`src/rtl/uc_atende_fila_pkg.sv`:
```
// Shared definitions for the lift stop queue: default dimensions, state encoding
// and a small helper used to size counters.
package uc_atende_fila_pkg;

    localparam int N_ANDARES_DEF   = 8;
    localparam int ANDAR_W_DEF     = 3;
    localparam int TICKS_ANDAR_DEF = 4;
    localparam int TICKS_PORTA_DEF = 6;

    // Encoding is visible on the debug port, so the values are fixed.
    typedef enum logic [3:0] {
        ST_IDLE     = 4'd0,
        ST_CARREGA  = 4'd1,
        ST_DECIDE   = 4'd2,
        ST_SOBE     = 4'd3,
        ST_DESCE    = 4'd4,
        ST_PASSO    = 4'd5,
        ST_PORTA    = 4'd6,
        ST_REMOVE   = 4'd7,
        ST_DESCARTA = 4'd8
    } estado_t;

    function automatic int max_int(input int a, input int b);
        return (a > b) ? a : b;
    endfunction

endpackage

```
`src/rtl/uc_atende_fila_if.sv`:
```
// Queue head interface: the consumer (master) reads the head and requests pops;
// the queue (slave) presents the updated head on the cycle after a pop.
interface uc_atende_fila_if
    import uc_atende_fila_pkg::*;
#(
    parameter int ANDAR_W = ANDAR_W_DEF
);
    logic               fila_valida;
    logic [ANDAR_W-1:0] fila_andar;
    logic               pop;

    modport master (input fila_valida, input fila_andar, output pop);
    modport slave  (output fila_valida, output fila_andar, input pop);
endinterface

```
`src/rtl/uc_atende_fila_contador_timer.sv`:
```
// Tick counter with synchronous clear (priority over enable) and a terminal-count
// flag that is high while the count equals fim_valor.
module contador_timer
    import uc_atende_fila_pkg::*;
#(
    parameter int CNT_W = 3
) (
    input  logic             clock,
    input  logic             reset,
    input  logic             clr,
    input  logic             en,
    input  logic [CNT_W-1:0] fim_valor,
    output logic             fim
);
    logic [CNT_W-1:0] cnt_q;
    logic [CNT_W-1:0] cnt_d;

    always_comb begin
        cnt_d = cnt_q;
        if (clr) begin
            cnt_d = '0;
        end else if (en) begin
            cnt_d = cnt_q + CNT_W'(1);
        end
    end

    always_ff @(posedge clock) begin
        if (reset) begin
            cnt_q <= '0;
        end else begin
            cnt_q <= cnt_d;
        end
    end

    assign fim = (cnt_q == fim_valor);

endmodule

```
`src/rtl/uc_atende_fila.sv`:
```
// Lift queue consumer: follows the queue head one floor at a time, opens the door
// at the stop and pops the entry. Optional PORTA_REABRE_EN adds a door-reopen button.
module uc_atende_fila
    import uc_atende_fila_pkg::*;
#(
    parameter int N_ANDARES   = N_ANDARES_DEF,
    parameter int ANDAR_W     = ANDAR_W_DEF,
    parameter int TICKS_ANDAR = TICKS_ANDAR_DEF,
    parameter int TICKS_PORTA = TICKS_PORTA_DEF
) (
    input  logic               clock,
    input  logic               reset,
    input  logic               iniciar,
`ifdef PORTA_REABRE_EN
    input  logic               botao_porta,
`endif
    uc_atende_fila_if.master   fila,
    output logic [ANDAR_W-1:0] andar_atual,
    output logic               sobe,
    output logic               desce,
    output logic               porta_aberta,
    output logic               chegou,
    output logic               erro_andar,
    output logic [3:0]         Eatual_db
);
    localparam int CNT_W = $clog2(max_int(TICKS_ANDAR, TICKS_PORTA) + 1);
    localparam logic [ANDAR_W:0] N_LIM = (ANDAR_W + 1)'(N_ANDARES);

    estado_t            state_q, state_d;
    logic [ANDAR_W-1:0] andar_q;
    logic [ANDAR_W-1:0] alvo_q;
    logic               dir_sobe_q;
    logic               pop_q, sobe_q, desce_q, porta_q, chegou_q, erro_q;

    logic               botao;
    logic               t_en, t_clr, t_fim;
    logic [CNT_W-1:0]   t_fim_valor;

`ifdef PORTA_REABRE_EN
    assign botao = botao_porta;
`else
    assign botao = 1'b0;
`endif

    // One timer serves both movement and door; the terminal value follows the state.
    assign t_en        = (state_q == ST_SOBE) || (state_q == ST_DESCE) || (state_q == ST_PORTA);
    assign t_fim_valor = (state_q == ST_PORTA) ? CNT_W'(TICKS_PORTA - 1) : CNT_W'(TICKS_ANDAR - 1);
    assign t_clr       = (state_q == ST_CARREGA) || (t_en && t_fim) ||
                         ((state_q == ST_PORTA) && botao);

    contador_timer #(.CNT_W(CNT_W)) u_timer (
        .clock     (clock),
        .reset     (reset),
        .clr       (t_clr),
        .en        (t_en),
        .fim_valor (t_fim_valor),
        .fim       (t_fim)
    );

    always_comb begin
        state_d = state_q;
        case (state_q)
            ST_IDLE:     if (iniciar && fila.fila_valida) state_d = ST_CARREGA;
            ST_CARREGA:  state_d = ST_DECIDE;
            ST_DECIDE: begin
                if ({1'b0, alvo_q} >= N_LIM)  state_d = ST_DESCARTA;
                else if (alvo_q == andar_q)   state_d = ST_PORTA;
                else if (alvo_q > andar_q)    state_d = ST_SOBE;
                else                          state_d = ST_DESCE;
            end
            ST_SOBE,
            ST_DESCE:    if (t_fim) state_d = ST_PASSO;
            ST_PASSO:    state_d = ST_CARREGA;
            // A press on the last door cycle still wins: the door stays open.
            ST_PORTA:    if (t_fim && !botao) state_d = ST_REMOVE;
            ST_REMOVE,
            ST_DESCARTA: state_d = ST_IDLE;
            default:     state_d = ST_IDLE;
        endcase
    end

    // Outputs are registered from the next state so they line up with state_q.
    always_ff @(posedge clock) begin
        if (reset) begin
            state_q    <= ST_IDLE;
            andar_q    <= '0;
            alvo_q     <= '0;
            dir_sobe_q <= 1'b0;
            pop_q      <= 1'b0;
            sobe_q     <= 1'b0;
            desce_q    <= 1'b0;
            porta_q    <= 1'b0;
            chegou_q   <= 1'b0;
            erro_q     <= 1'b0;
        end else begin
            state_q <= state_d;
            // An empty head keeps the previous target.
            if ((state_q == ST_CARREGA) && fila.fila_valida) begin
                alvo_q <= fila.fila_andar;
            end
            if (state_q == ST_SOBE) begin
                dir_sobe_q <= 1'b1;
            end else if (state_q == ST_DESCE) begin
                dir_sobe_q <= 1'b0;
            end
            if (state_q == ST_PASSO) begin
                andar_q <= dir_sobe_q ? (andar_q + ANDAR_W'(1)) : (andar_q - ANDAR_W'(1));
            end
            pop_q    <= (state_d == ST_REMOVE) || (state_d == ST_DESCARTA);
            sobe_q   <= (state_d == ST_SOBE);
            desce_q  <= (state_d == ST_DESCE);
            porta_q  <= (state_d == ST_PORTA);
            chegou_q <= (state_d == ST_REMOVE);
            erro_q   <= (state_d == ST_DESCARTA);
        end
    end

    assign fila.pop     = pop_q;
    assign andar_atual  = andar_q;
    assign sobe         = sobe_q;
    assign desce        = desce_q;
    assign porta_aberta = porta_q;
    assign chegou       = chegou_q;
    assign erro_andar   = erro_q;
    assign Eatual_db    = state_q;

endmodule

```
`src/flat_wrapper.sv`:
```
// flat-port wrapper written by rule: the top's interface ports become plain ports
module uc_atende_fila_flat import uc_atende_fila_pkg::*;
#(
    parameter int N_ANDARES   = N_ANDARES_DEF,
    parameter int ANDAR_W     = ANDAR_W_DEF,
    parameter int TICKS_ANDAR = TICKS_ANDAR_DEF,
    parameter int TICKS_PORTA = TICKS_PORTA_DEF
)
  (clock, reset, iniciar, andar_atual, sobe, desce, porta_aberta, chegou, erro_andar, Eatual_db, fila_fila_valida, fila_fila_andar, fila_pop);
  uc_atende_fila_if #(.ANDAR_W(ANDAR_W)) fila_i ();
  input  logic clock;
  input  logic reset;
  input  logic iniciar;
  output logic [ANDAR_W-1:0] andar_atual;
  output logic sobe;
  output logic desce;
  output logic porta_aberta;
  output logic chegou;
  output logic erro_andar;
  output logic [3:0] Eatual_db;
  input wire logic [$bits(fila_i.fila_valida)-1:0] fila_fila_valida;
  input wire logic [$bits(fila_i.fila_andar)-1:0] fila_fila_andar;
  output wire logic [$bits(fila_i.pop)-1:0] fila_pop;
  assign fila_i.fila_valida = fila_fila_valida;
  assign fila_i.fila_andar = fila_fila_andar;
  assign fila_pop = fila_i.pop;
  uc_atende_fila #(.N_ANDARES(N_ANDARES), .ANDAR_W(ANDAR_W), .TICKS_ANDAR(TICKS_ANDAR), .TICKS_PORTA(TICKS_PORTA)) u_core (.clock(clock), .reset(reset), .iniciar(iniciar), .fila(fila_i), .andar_atual(andar_atual), .sobe(sobe), .desce(desce), .porta_aberta(porta_aberta), .chegou(chegou), .erro_andar(erro_andar), .Eatual_db(Eatual_db));
endmodule
```
`config.mk`:
```
export PLATFORM = sky130hd
export DESIGN_NAME = uc_atende_fila_flat
export DESIGN_NICKNAME = d
export VERILOG_FILES = /design/src/rtl/uc_atende_fila_pkg.sv /design/src/rtl/uc_atende_fila_if.sv /design/src/rtl/uc_atende_fila_contador_timer.sv /design/src/rtl/uc_atende_fila.sv /design/src/flat_wrapper.sv
export SDC_FILE = /design/constraint.sdc
export NUM_CORES = 1
export LEC_CHECK = 0
export BUFFER_PORTS_ARGS = -buffer_cell sky130_fd_sc_hd__buf_2
export CORE_MARGIN = 2
export CORE_UTILIZATION = 45
export DETAILED_ROUTE_END_ITERATION = 6
export PLACE_DENSITY = 0.68
export SLEW_MARGIN = 10
export SYNTH_ARGS = -nofsm -noshare
export SYNTH_HDL_FRONTEND = slang
export SYNTH_SLANG_ARGS = --single-unit
```
`constraint.sdc`:
```
create_clock -name clock -period 4.7 [get_ports clock]
set_clock_uncertainty 0.1 [all_clocks]
set_input_delay 0.94 -clock clock [delete_from_list [all_inputs] [get_ports clock]]
set_output_delay 0.94 -clock clock [all_outputs]
set_load 0.005 [all_outputs]
```
==> results of run 1 <==
-- cells in the final DEF, fill, tap and decap left out, types with 2 or more instances in the layout --
| cell | n |
|---|---|
| nand2_1 | 8 |
| o21ai_0 | 5 |
| dfxtp_1 | 20 |
| inv_1 | 10 |
| nor2b_1 | 3 |
| nor2_1 | 12 |
| xnor2_1 | 4 |
| ha_1 | 4 |
| nand3b_1 | 2 |
| nand3_1 | 5 |
| a21oi_1 | 8 |
| buf_2 | 19 |
| a2111oi_0 | 2 |
| conb_1 | 2 |
| clkbuf_4 | 3 |
| nor3_1 | 4 |
-- state kept, by name, summed over array words and instances (netlist names) --
| signal | count |
|---|---|
| u_core.chegou | 1 |
| u_core.fila.pop | 1 |
| u_core.erro_andar | 1 |
| u_core.alvo_q | 3 |
| u_core.dir_sobe_q | 1 |
| u_core.sobe | 1 |
| u_core.Eatual_db | 4 |
| u_core.u_timer.cnt_q | 3 |
| u_core.andar_atual | 3 |
| u_core.desce | 1 |
| u_core.porta_aberta | 1 |
-- power by group through the flow --
stage | logic, W | clock network, W | registers [W]
floorplan | 0.0000107 | 0 | 0.000176
CTS | 0.0000138 | 0.000144 | 0.000175
finish | 0.0000137 | 0.000140 | 0.000175
global route | 0.0000153 | 0.000150 | 0.000175
global placement | 0.0000137 | 0 | 0.000178
detailed placement | 0.0000137 | 0 | 0.000178
-- how the worst min path moves through the flow --
stage	start	end	slack, ps
6_report	u_core.alvo_q[0]	u_core.alvo_q[0]	370
5_1_grt	u_core.alvo_q[1]	u_core.alvo_q[1]	400
4_1_cts	u_core.alvo_q[0]	u_core.alvo_q[0]	370
3_5_place_dp	u_core.alvo_q[0]	u_core.alvo_q[0]	350
3_3_place_gp	u_core.alvo_q[0]	u_core.alvo_q[0]	350
2_1_floorplan	u_core.alvo_q[0]	u_core.alvo_q[0]	340
-- layer usage --
metal  vias up  GRT usage, %  share of wire, %
li1        430             -                 -
met1       391          22.7                49
met2        25          25.5                46
met3         2          3.43               4.8
met4         0          6.41              0.20
met5         -             0                 0
-- area by class of cell --
cell class | count | area, µm² | area share, %
multi-input cells | 80 | 576 | 48.1
flip-flops and latches | 20 | 400 | 33.5
repair buffers | 19 | 95.1 | 7.95
inverters | 10 | 37.5 | 3.14
well taps | 28 | 35.0 | 2.93
clock inverters | 1 | 30.0 | 2.51
clock buffers | 3 | 22.5 | 1.88
-- per-stage QoR --
stage	setup WS, ps	cells	utilization (%)	instance area [µm²]
global route	2090	161	54.1	1200
floorplan	2640	115	-	1050
finish	2380	161	54.1	1200
CTS	2370	161	54.1	1200
detailed placement	2410	157	51.7	1140
global placement	2550	157	51.7	1140
-- critical path: stages (launching register included) --
cell and delay (ps):
dfxtp_1 390, inv_1 70, ha_1 320, a2111oi_0 560, a2111oi_0 190, or3_4 370, nor4b_2 230
-- kinds of logic (layout without fill, tap and decap cells) --
group                    Yosys count  count (layout)
AO/OA/AOI/OAI                     21              21
XOR/XNOR                           5               5
adder cells (fa/ha/maj)            5               5
buffers and inverters             15              33
flip-flops                        20              20
multiplexers                       2               2
other                              1               2
AND/OR/NAND/NOR                   45              45
-- Yosys cell counts, types with 2 or more instances --
master      n
xnor2_1     4
o21ai_0     5
buf_2       2
nand3b_1    2
buf_6       2
ha_1        4
nor3_1      4
dfxtp_1    20
a21oi_1     8
nand2_1     8
nor2b_1     3
a2111oi_0   2
nor2_1     12
nand3_1     5
inv_1      10
==> results.cfg, run 1 <==
[status]
status = completed

[detailed_routing]
vias = 848
wire_per_inst_um = 12.3
vias_per_cell = 5.27
drt_iter0_drc = 24
dr.pass1.iters = 5
drc = 0
routed_wl_um = 1980
drt.antenna.violating_nets = 0

[timing]
tns_ps = 0
whs_ps = 367
min_period_ps = 2320
relSlewSlack_pct = 52.4
slew_violations = 0
setup_viol = 0
fin_crit_sh_pct = 49.5
tightest_slew_ps = 704
hold_viol_final = 0
fmax_ghz = 0.430
rsz0062_at_grt = false

[clock_network]
cts_buffers = 3
clk_pin_slew_ps = 120
cts_tree = built
cts.repair.resized = 0
clock_latency_ps = 300
cts_sinks = 20
cts_hold_buf = 0
cts_setup_buffers = 0
ctsRootBufferMaster = clkbuf_4
clk_path_buf_depth = 2
cts_max_level = 1

[logic_synthesis]
synth-edff-count = 0
ys_seq_area_share_pct = 38.3
ys_warn_count = 0
ys.flop_type = dfxtp_1
synth-compound-area-share_pct = 14.6
synth_top_area_share_pct = 38.3
avgSynthCellArea_um2 = 9.18
yosysUniqueCellTypes = 38
syn_inst = 114
synth_fa_ha_area_share_pct = 6.70
synth_top_family_by_area = simple AND/OR/NAND/NOR gates
netlist_area_mm2 = 0.00105
synth_seq_cells = 20
synth_xor_area_share_pct = 4.19
synthArstFlopShare_pct = 0
synthMuxAreaShare_pct = 2.27
synthTopCellsByArea = dfxtp_1 (38%), ha_1 (4.8%), nor2_1 (4.3%)
synthSimpleGateAreaFrac_pct = 26.6
synth_top_area_cell = dfxtp_1

[critical_path]
path_class = reg -> reg
cp_data_arrival_time_ps = 2440
required_ps = 4820
end_kind = flop
r2r-end = u_core.desce
startpoint = u_core.andar_atual[1]
r2r_slack_ps = 2380
start_kind = flop
crit_end = u_core.desce
r2r-start = u_core.andar_atual[1]
path_max_fanout = 3
r2r_cells = 6

[global_routing]
grt_max_degree = 14
gr-total-overflow = 0
grt_pass1_wl_um = 3280
antenna_found_initial = 0
grt_util_all_layers_pct = 16.5
grt_pass1_vias = 749

[die]
die_h_um = 52.2
core_mm2 = 0.00221
row_count = 17
dieArea_mm2 = 0.00273
start_util_pct = 47.3
die_width_um = 52.2
io_pins = 20

[power]
leakage_nw = 0.456
switching_power_w = 0.0000651
irDropWorstVdd_v = 0.000271
p_int_w = 0.000264
powerDensity_mw_per_mm2 = 275
sw_frac_of_total_pct = 19.8
p_total_w = 0.000329
pwr-share-seq_pct = 53.1
clock_power_share_pct = 42.7
p_comb_share_pct = 4.2

[hold_path]
hp-class = reg -> reg
holdPathStages = 2

[run]
maxCapViolations = 0

[cells_and_area]
n_fill_cell = 222
final_net_count = 146
antenna_cells = 0
area_growth_pct = 14.4
layout-drive-gt1-share_pct = 24.8

[placed_design]
dp_hpwl_um = 1460
gp_congestion = 0.817
port_buffers = 19
No activity file was read; power rests on OpenSTA's default activity.
==> inputs of run 2 (changes only) <==
==> constraint.sdc (replaced) <==
create_clock -name clock -period 2.2 [get_ports clock]
set_clock_uncertainty 0.1 [all_clocks]
set_input_delay 0.44 -clock clock [delete_from_list [all_inputs] [get_ports clock]]
set_output_delay 0.44 -clock clock [all_outputs]
set_load 0.005 [all_outputs]
==> run 2 against run 1 <==
  * Sequential share of layout area fell by 1.3 points
  * Count of clock-buffer cells in the layout rose by 1
  * Clock power rose by 51%
  * First-iteration DRC count fell by 54%
  * Sequential power rose by 110%
  * Global-route usage rose by 0.76 points
  * Core utilization rose by 2.3 points
  * Flip-flop and latch count did not move
  * Final cell count rose by 5.0%
  * Power rose by 87%
  * Via count rose by 2.7%
  * Largest power group unchanged
==> results.cfg, run 2 (synthesis results as in run 1) <==
[power]
leakage_nw = 0.494
irDropWorstVdd_v = 0.000448
powerDensity_mw_per_mm2 = 494

[detailed_routing]
drt.antenna.violating_nets = 0
vias_per_cell = 5.15
vias = 871
dr.pass1.iters = 4
wire_per_inst_um = 11.9
routed_wl_um = 2010
drt_iter0_drc = 11
drc = 0

[timing]
fin_crit_sh_pct = 91.6
slew_violations = 0
min_period_ps = 2020
setup_viol = 0
hold_viol_final = 0
fmax_ghz = 0.496
rsz0062_at_grt = false
tightest_slew_ps = 565
tns_ps = 0
setup_ws_ps = 185
relSlewSlack_pct = 61.3

[clock_network]
cts_buffers = 3
cts_setup_buffers = 0
cts.repair.resized = 1
cts_sinks = 20
clk_pin_slew_ps = 110
cts_max_level = 1
cts_tree = built
ctsRootBufferMaster = clkbuf_4
clk_path_buf_depth = 2
clock_latency_ps = 300
cts_hold_buf = 0

[die]
dieArea_mm2 = 0.00273
core_mm2 = 0.00221
start_util_pct = 47.3
row_count = 17
die_h_um = 52.2
die_width_um = 52.2
io_pins = 20

[global_routing]
grt_pass1_vias = 838
grt_util_all_layers_pct = 17.3
antenna_found_initial = 0
grt_pass1_wl_um = 3570
grt_max_degree = 14
gr-total-overflow = 0

[cells_and_area]
final_common_cell = dfxtp_1
multi_input_area_um2 = 582
n_fill_cell = 227
final_net_count = 154
final_cell_mix = dfxtp_1 (20), buf_2 (19), nor2_1 (12)
layout-drive-gt1-share_pct = 29.8
antenna_cells = 0
largest_reg_flops = 4
area_growth_pct = 19.1
seqCellArea_um2 = 400

[critical_path]
cp_data_arrival_time_ps = 2130
required_ps = 2320
end_kind = flop
path_class = reg -> reg
start_kind = flop
path_max_fanout = 3

[placed_design]
dp_hpwl_um = 1560
port_buffers = 19
pre_cts_slack_ps = 48.9
gp_congestion = 0.762

[hold_path]
hp-class = in -> reg

[run]
maxCapViolations = 0

[status]
status = completed
==> run 2: cell types whose count changed in the layout (fill, tap and decap cells not counted), sizes merged <==
cell,change
buf,+8
clkbuf,+1
bufinv,-1
==> run 2: layout make-up <==
type | instances | share of cell area [%]
Clock buffer | 4 | 2.91
Inverter | 10 | 3.01
Multi-Input combinational cell | 80 | 46.7
Sequential cell | 20 | 32.1
Tap cell | 28 | 2.81
Timing Repair Buffer | 27 | 12.4
==> run 2: metal layers <==
metal  vias up  part of all wire (%)  track usage (%)
met3         4                   7.4             2.57
met1       388                    46             24.4
li1        443                     -                -
met4         0                   1.7             6.41
met5         -                     0                0
met2        36                    44             26.8
==> run 2: final timing paths <==
| path | start | endpoint | slack [ps] | cells past startpoint |
|---|---|---|---|---|
| min | fila_fila_andar[2] | u_core.alvo_q[2] | 270 | 3 |
| max | u_core.andar_atual[1] | u_core.desce | 180 | 6 |
| max reg2reg | u_core.andar_atual[1] | u_core.desce | 180 | 6 |
| min reg2reg | u_core.alvo_q[0] | u_core.alvo_q[0] | 360 | 2 |
==> run 2: critical path, cell delays in order (launching register included) <==
cell	delay (ps)
dfxtp_1	350
inv_1	60
ha_1	330
a2111oi_2	410
a2111oi_0	140
or3_4	350
nor4b_2	200
==> run 2: power breakdown <==
group          total (W)  switching, W  internal (W)  leakage [nW]
clock network   0.000211      0.000110      0.000101        0.0210
registers       0.000368    0.00000246      0.000365         0.162
logic          0.0000376     0.0000212     0.0000164         0.311
==> run 2: stage by stage <==
step	hold slack, ps	total power, W	utilization (%)	cells	instance area (µm²)
6_report	275	0.000616	56.3	169	1250
5_1_grt	282	0.000641	56.3	169	1250
4_1_cts	265	0.000622	56.1	169	1240
3_5_place_dp	349	0.000413	54.4	165	1200
3_3_place_gp	347	0.000413	54.4	165	1200
2_1_floorplan	336	0.000399	-	115	1050
==> inputs of run 3 (changes only) <==
--- a/config.mk
+++ b/config.mk
@@ -9,7 +9,8 @@
 export CORE_MARGIN = 2
 export CORE_UTILIZATION = 45
 export DETAILED_ROUTE_END_ITERATION = 6
-export PLACE_DENSITY = 0.68
+export HOLD_SLACK_MARGIN = 0.15
+export PLACE_DENSITY_LB_ADDON = 0.2
 export SLEW_MARGIN = 10
 export SYNTH_ARGS = -nofsm -noshare
 export SYNTH_HDL_FRONTEND = slang
==> constraint.sdc (replaced) <==
create_clock -name clock -period 2.55 [get_ports clock]
set_clock_uncertainty 0.1 [all_clocks]
set_input_delay 0.51 -clock clock [delete_from_list [all_inputs] [get_ports clock]]
set_output_delay 0.51 -clock clock [all_outputs]
set_load 0.005 [all_outputs]
==> run 3 against run 2 <==
  * Routed wire length is 4.3% lower
  * Die area unchanged
  * Fmax down 13%
  * Global-route usage fell by 1.3 points
  * Critical path type unchanged
  * Cell area down 2.8%
  * Register-to-register slack improved by 50 ps
  * Worst hold slack improved by 78 ps
  * Via count shrank 5.1%
==> results.cfg, run 3 (synthesis results as in run 1) <==
[cells_and_area]
final_net_count = 148
final_cell_mix = dfxtp_1 (20), buf_2 (19), nor2_1 (12)
final_common_cell = dfxtp_1
area_growth_pct = 15.8
n_fill_cell = 215
largest_reg_flops = 4
finalInstanceArea_mm2 = 0.00121
layout-drive-gt1-share_pct = 25.9
instances_no_fill = 163
antenna_cells = 0

[timing]
min_period_ps = 2320
fin_crit_sh_pct = 90.8
slew_violations = 0
relSlewSlack_pct = 60.1
rsz0062_at_grt = false
hold_viol_final = 0
tns_ps = 0
setup_viol = 0
tightest_slew_ps = 583
fmax_ghz = 0.432

[critical_path]
r2r-start = u_core.andar_atual[1]
start_kind = flop
path_max_fanout = 3
cp_data_arrival_time_ps = 2430
crit_end = u_core.desce
r2r_cells = 6
r2r-end = u_core.desce
required_ps = 2670
startpoint = u_core.andar_atual[1]
r2r_slack_ps = 230
path_class = reg -> reg
end_kind = flop

[placed_design]
dp_hpwl_um = 1510
port_buffers = 19
placedCellCount = 159
placed_area_mm2 = 0.00116
gp_congestion = 0.801

[detailed_routing]
dr.pass1.iters = 4
drt.antenna.violating_nets = 0
wire_per_inst_um = 11.8
vias_per_cell = 5.07
drc = 0
routed_wl_um = 1930
vias = 827
drt_iter0_drc = 16

[power]
p_int_w = 0.000487
leakage_nw = 0.466
irDropWorstVdd_v = 0.000363
p_comb_share_pct = 4.9
powerDensity_mw_per_mm2 = 498
pwr-share-seq_pct = 52.8
clock_power_share_pct = 42.4
switching_power_w = 0.000116
sw_frac_of_total_pct = 19.3

[run]
maxCapViolations = 0

[clock_network]
cts_buffers = 3
cts_tree = built
ctsRootBufferMaster = clkbuf_4
cts_hold_buf = 0
clock_latency_ps = 290
cts_sinks = 20
cts_max_level = 1
clk_path_buf_depth = 2
cts_setup_buffers = 0
cts.repair.resized = 0
clk_pin_slew_ps = 120

[hold_path]
hp-class = in -> reg
holdPathStages = 3

[global_routing]
gr-total-overflow = 0
grt_max_degree = 14
grt_pass1_vias = 766
antenna_found_initial = 0
grt_pass1_wl_um = 3340
grt_util_all_layers_pct = 16.0

[status]
status = completed

[die]
start_util_pct = 47.3
io_pins = 20
die_width_um = 52.2
row_count = 17
dieArea_mm2 = 0.00273
die_h_um = 52.2
core_mm2 = 0.00221
[run 3: final cells by class]
class / instances / area, µm² / area share, %
Clock inverter: 1 / 30.0 / 2.48
Clock buffer: 3 / 22.5 / 1.86
Tap cell: 28 / 35.0 / 2.89
Sequential cell: 20 / 400 / 33.1
Multi-Input combinational cell: 80 / 576 / 47.5
Timing Repair Buffer: 21 / 110 / 9.09
Inverter: 10 / 37.5 / 3.10
[run 3: worst min path at each step]
| stage | startpoint | to | slack (ps) |
|---|---|---|---|
| after floorplan | u_core.alvo_q[0] | u_core.alvo_q[0] | 340 |
| after global placement | u_core.alvo_q[0] | u_core.alvo_q[0] | 350 |
| after detailed placement | u_core.alvo_q[1] | u_core.alvo_q[1] | 360 |
| after CTS | fila_fila_andar[1] | u_core.alvo_q[1] | 350 |
| after global routing | fila_fila_andar[2] | u_core.alvo_q[2] | 360 |
| final | fila_fila_andar[1] | u_core.alvo_q[1] | 350 |
[run 3: metrics by stage]
stage                     total power (W)  util, %  setup WS (ps)  hold WS [ps]
after global routing             0.000627     54.8           48.4           359
after detailed placement         0.000355     52.4            247           360
after CTS                        0.000611     54.8            202           345
final                            0.000603     54.8            235           353
after floorplan                  0.000344        -            489           336
after global placement           0.000355     52.4            393           346
[run 3: power groups by stage]
| stage | Sequential, W | Combinational (W) | Clock, W |
|---|---|---|---|
| after floorplan | 0.000324 | 0.0000197 | 0 |
| after detailed placement | 0.000325 | 0.0000295 | 0 |
| after CTS | 0.000318 | 0.0000296 | 0.000262 |
| final | 0.000318 | 0.0000294 | 0.000255 |
| after global placement | 0.000325 | 0.0000291 | 0 |
| after global routing | 0.000319 | 0.0000333 | 0.000274 |
[run 3: worst max-delay path, cell delays in order (launching register included)]
cell and delay [ps]:
dfxtp_1 390, inv_1 80, ha_1 320, a2111oi_0 570
a2111oi_0 180, or3_4 380, nor4b_2 210
[run 3: layer usage]
layer	vias to the layer above	routed length [µm]	global-route usage, %
met5	-	0	0
met4	0	0	3.85
met3	0	102	3.71
met2	19	893	25.1
met1	378	929	22.3
li1	430	-	-
